==> src/rtl/seq_shift_add_multiplier_if.sv <==
// rtl/seq_shift_add_multiplier_if.sv - start/done handshake and operand/product bundle for the shift-add multiplier
interface seq_shift_add_multiplier_if #(
    parameter int WIDTH = 8
) ();
    logic                 start;
    logic [WIDTH-1:0]     a;
    logic [WIDTH-1:0]     b;
    logic                 busy;
    logic                 done;
    logic [2*WIDTH-1:0]   y;

    modport master (output start, output a, output b, input busy, input done, input y);
    modport slave  (input start, input a, input b, output busy, output done, output y);
endinterface

==> src/rtl/seq_shift_add_multiplier.sv <==
// rtl/seq_shift_add_multiplier.sv - iterative unsigned WIDTH x WIDTH shift-add multiplier, one multiplier bit per clock
// Optional EARLY_TERM_EN: leave RUN as soon as the remaining multiplier bits are all zero.
module seq_shift_add_multiplier #(
    parameter int WIDTH = 8
) (
    input  logic                      clk,
    input  logic                      rst,
    seq_shift_add_multiplier_if.slave bus
);
    localparam int CW = (WIDTH > 2) ? $clog2(WIDTH) : 1;
    localparam logic [CW-1:0] LAST = CW'(WIDTH - 1);

    typedef enum logic [1:0] {
        IDLE = 2'd0,
        RUN  = 2'd1,
        DONE = 2'd2
    } state_t;

    state_t               state;
    state_t               state_next;
    logic [2*WIDTH-1:0]   acc;
    logic [2*WIDTH-1:0]   mcand;
    logic [2*WIDTH-1:0]   acc_sum;
    logic [2*WIDTH-1:0]   y_reg;
    logic [WIDTH-1:0]     mplier;
    logic [CW-1:0]        count;
    logic                 last_iter;
    logic                 accept;
    logic                 busy_int;
    logic                 done_int;

    // acc_sum already includes this edge's partial product, so it is the value committed to y
    assign acc_sum = mplier[0] ? (acc + mcand) : acc;

`ifdef EARLY_TERM_EN
    assign last_iter = (count == LAST) || (mplier[WIDTH-1:1] == '0);
`else
    assign last_iter = (count == LAST);
`endif

    always_comb begin
        state_next = state;
        busy_int   = 1'b0;
        done_int   = 1'b0;
        accept     = 1'b0;
        case (state)
            IDLE, DONE: begin
                done_int = (state == DONE);
                if (bus.start) begin
                    accept     = 1'b1;
                    state_next = RUN;
                end else begin
                    state_next = IDLE;
                end
            end
            RUN: begin
                busy_int = 1'b1;
                if (last_iter) begin
                    state_next = DONE;
                end
            end
            default: state_next = IDLE;
        endcase
    end

    always_ff @(posedge clk) begin
        if (rst) begin
            state  <= IDLE;
            acc    <= '0;
            mcand  <= '0;
            mplier <= '0;
            count  <= '0;
            y_reg  <= '0;
        end else begin
            state <= state_next;
            if (accept) begin
                mcand  <= {{WIDTH{1'b0}}, bus.a};
                mplier <= bus.b;
                acc    <= '0;
                count  <= '0;
            end else if (state == RUN) begin
                acc    <= acc_sum;
                mcand  <= mcand << 1;
                mplier <= mplier >> 1;
                count  <= count + CW'(1);
                if (last_iter) begin
                    y_reg <= acc_sum;
                end
            end
        end
    end

    assign bus.busy = busy_int;
    assign bus.done = done_int;
    assign bus.y    = y_reg;
endmodule

==> src/flat_wrapper.sv <==
// flat-port wrapper written by rule: the top's interface ports become plain ports
module seq_shift_add_multiplier_flat 
#(
    parameter int WIDTH = 8
)
  (clk, rst, bus_start, bus_a, bus_b, bus_busy, bus_done, bus_y);
  seq_shift_add_multiplier_if #(.WIDTH(WIDTH)) bus_i ();
  input  logic clk;
  input  logic rst;
  input wire logic [$bits(bus_i.start)-1:0] bus_start;
  input wire logic [$bits(bus_i.a)-1:0] bus_a;
  input wire logic [$bits(bus_i.b)-1:0] bus_b;
  output wire logic [$bits(bus_i.busy)-1:0] bus_busy;
  output wire logic [$bits(bus_i.done)-1:0] bus_done;
  output wire logic [$bits(bus_i.y)-1:0] bus_y;
  assign bus_i.start = bus_start;
  assign bus_i.a = bus_a;
  assign bus_i.b = bus_b;
  assign bus_busy = bus_i.busy;
  assign bus_done = bus_i.done;
  assign bus_y = bus_i.y;
  seq_shift_add_multiplier #(.WIDTH(WIDTH)) u_core (.clk(clk), .rst(rst), .bus(bus_i));
endmodule
==> config.mk <==
export PLATFORM = sky130hd
export DESIGN_NAME = seq_shift_add_multiplier_flat
export DESIGN_NICKNAME = d
export VERILOG_FILES = /design/src/rtl/seq_shift_add_multiplier_if.sv /design/src/rtl/seq_shift_add_multiplier.sv /design/src/flat_wrapper.sv
export SDC_FILE = /design/constraint.sdc
export NUM_CORES = 1
export LEC_CHECK = 0
export ABC_AREA = 1
export CELL_PAD_IN_SITES_DETAIL_PLACEMENT = 1
export CELL_PAD_IN_SITES_GLOBAL_PLACEMENT = 2
export CORE_MARGIN = 2
export CORE_UTILIZATION = 32
export DETAILED_ROUTE_END_ITERATION = 10
export PLACE_DENSITY_LB_ADDON = 0.3
export SLEW_MARGIN = 20
export SYNTH_ARGS = -nofsm -noshare
export SYNTH_HDL_FRONTEND = slang
export SYNTH_SLANG_ARGS = --single-unit
==> constraint.sdc <==
create_clock -name clk -period 2 [get_ports clk]
set_input_delay 0.5 -clock clk [delete_from_list [all_inputs] [get_ports clk]]
set_output_delay 0.5 -clock clk [all_outputs]
set_load 0.01 [all_outputs]
==> flow_summary.json <==
{
  "clk_pin_slew_ns": 0.07,
  "io_buffers": 36,
  "cts.sinks": 61,
  "async_flop_share": 0,
  "worst_clock_skew_ns": 0.00583,
  "first_iter_violations": 93,
  "drive_gt1_frac": 0.0899,
  "power.share.combinational": 0.171,
  "outcome": "finished, final reports clean",
  "grt_max_degree": 31,
  "power.total_uw": 2710,
  "relSlewSlack": 0.707,
  "row_count": 38,
  "grt_pass1_wl_mm": 16.5,
  "rsz0062_at_grt": "no",
  "p_int_uw": 1890,
  "maxCapViolCount": 0,
  "finalCritPeriodShare": 0.953,
  "swShare": 0.304,
  "cts_buffers": 9,
  "min_period_ns": 1.91,
  "hp-class": "flip-flop to flip-flop",
  "drt_first_pass_iters": 4,
  "cts_max_level": 3,
  "ys.flop_type": "dfxtp_1",
  "syn_inst": 513,
  "cts_tree": "built",
  "fmax_ghz": 0.524,
  "ys_seq_area_frac": 0.350,
  "routabilityCongestion": 0.779,
  "crit_type": "flip-flop to output pin",
  "yosysTopAreaCellShare": 0.350,
  "drv_slew": 0,
  "leakagePower_uw": 0.00202,
  "crit_fanout": 2,
  "ant_nets": 0,
  "start_util": 0.325,
  "critPathCaptureType": "output pin",
  "root_buffer": "clkbuf_8",
  "io_pins": 37,
  "critPathRequiredTime_ns": 1.50,
  "start_kind": "flip-flop",
  "vias_per_cell": 4.73,
  "finalHoldViolations": 0,
  "clockBufferDepth": 2,
  "grt-ovfl-total": 0,
  "place_hpwl_mm": 7.57,
  "syn_area_per_cell_sq_um": 6.81,
  "clock_latency_ns": 0.34,
  "yosysTopAreaCell": "dfxtp_1",
  "syn-num-nets": 550,
  "syn_area_sq_mm": 0.00349,
  "synth_edf_count": 0,
  "vias": 3299,
  "nFillCells": 1407,
  "area_delta_synth_final_pct": 20.9,
  "synth.area.top_cells": "dfxtp_1, nand2_1, inv_1, ha_1, nand3_1",
  "irDropWorstVdd_mv": 0.318,
  "cts_setup_buffers": 0,
  "power_switching_uw": 825,
  "chipWidth_um": 108,
  "wirelength_mm": 9.99,
  "routedWlPerCell_um": 14.3,
  "hold_slack_ns": 0.470,
  "grt_usage": 0.183,
  "yosysWarningCount": 0,
  "synth.most_common_cell": "nand2_1",
  "die_h_um": 108,
  "cellPowerDensity_mw_per_mm2": 642,
  "drc": 0,
  "tns_ns": 0,
  "power_frac_clock": 0.348,
  "die-area_sq_mm": 0.0118,
  "layout.nets": 588,
  "seqPwrFrac": 0.481,
  "finalSetupViolCount": 0,
  "tightest_slew_ns": 0.439,
  "core_sq_mm": 0.0107,
  "antenna_found_initial": 0,
  "final_cells": 697,
  "ys_types": 37,
  "ys_seq_elements": 61,
  "dp_cells": 680,
  "synth_commonest_cells": "nand2_1, inv_1, dfxtp_1",
  "grt_pass1_vias": 3377,
  "worstPathArrival_ns": 1.41
}
[kinds of logic (layout without fill, tap and decap cells)]
group	Yosys count	after routing	synth area share
buffers and inverters	113	156	0.132
DFF	61	61	0.350
adders and majority gates	18	18	0.0666
AOI/OAI and AO/OA	95	95	0.172
and+or+nand+nor	225	225	0.278
other	0	1	0
xor gates and xnor gates	1	1	0.00251
[cell type report]
cell class | instances | area (sq um) | area share
multi-input cells | 339 | 1830 | 0.434
flip-flops and latches | 61 | 1220 | 0.289
repair buffers | 47 | 483 | 0.114
inverters | 93 | 349 | 0.0827
well taps | 140 | 175 | 0.0415
clock buffers | 11 | 131 | 0.0311
clock inverters | 5 | 27.5 | 0.00652
diodes | 1 | 2.50 | 0.000593
[path summary, 6_finish.rpt]
path,to,depth (start not counted),startpoint,slack (ns)
hold reg to reg,u_core.count[2],2,u_core.count[2],0.47
setup reg to reg,u_core.acc[6],11,u_core.mcand[0],0.17
hold / removal,u_core.count[2],2,u_core.count[2],0.47
setup / recovery,bus_done,3,u_core.state[1],0.09
[through the flow]
stage	area [sq um]	utilization	setup slack [ns]
2_1_floorplan	3490	-	0.277
3_3_place_gp	4040	0.376	0.154
3_5_place_dp	4040	0.376	0.105
4_1_cts	4200	0.391	0.00603
5_1_grt	4220	0.393	0.0169
6_report	4220	0.393	0.0931
[worst max-delay path: stages, from the launching register on]
cell             delay (ns)
dfxtp_2                0.38
inv_1                  0.05
nor2_1                 0.09
clkdlybuf4s50_1        0.54
[power groups by stage]
stage | logic [uW] | clock network [uW] | registers [uW]
detailed placement | 468 | 0 | 1330
CTS | 470 | 979 | 1300
floorplan | 318 | 0 | 1320
finish | 464 | 944 | 1300
global route | 522 | 1030 | 1310
global placement | 456 | 0 | 1330
[per-layer routing]
layer	up-vias	wire length [um]	global-route usage
li1	1711	-	-
met1	1530	5090	0.248
met2	48	4420	0.288
met3	10	354	0.0374
met4	0	129	0.0604
met5	-	0	0
[cell usage in the layout (no fill, tap or decap), types with 2 or more instances in the layout]
cell type        instances
nor4_1                   2
or2_0                    2
nand3b_1                 4
a211oi_1                 6
clkbuf_8                 9
nand2_1                129
clkdlybuf4s50_1         35
inv_1                   87
or2_1                    2
nor3_1                   3
buf_4                    8
o21bai_1                 3
clkinv_2                 4
a21oi_1                 28
o21a_1                  12
o22ai_1                  3
o21ai_1                  4
nand2_2                  7
clkbuf_1                 2
a221oi_1                10
buf_12                   3
ha_1                    16
dfxtp_1                 60
o21ai_0                 21
inv_2                    6
nor2_1                  39
o211ai_1                 6
nand3_1                 29
nand3_2                  4
[timing repair]
item | in CTS | in global routing
hold buffers | 0 | 0
gates cloned | 0 | 0
hold endpoints to repair | 0 | 0
endpoints found under the setup margin | 1 | 15
gates resized for setup | 1 | 7
Power figures use the tool's default switching activity.
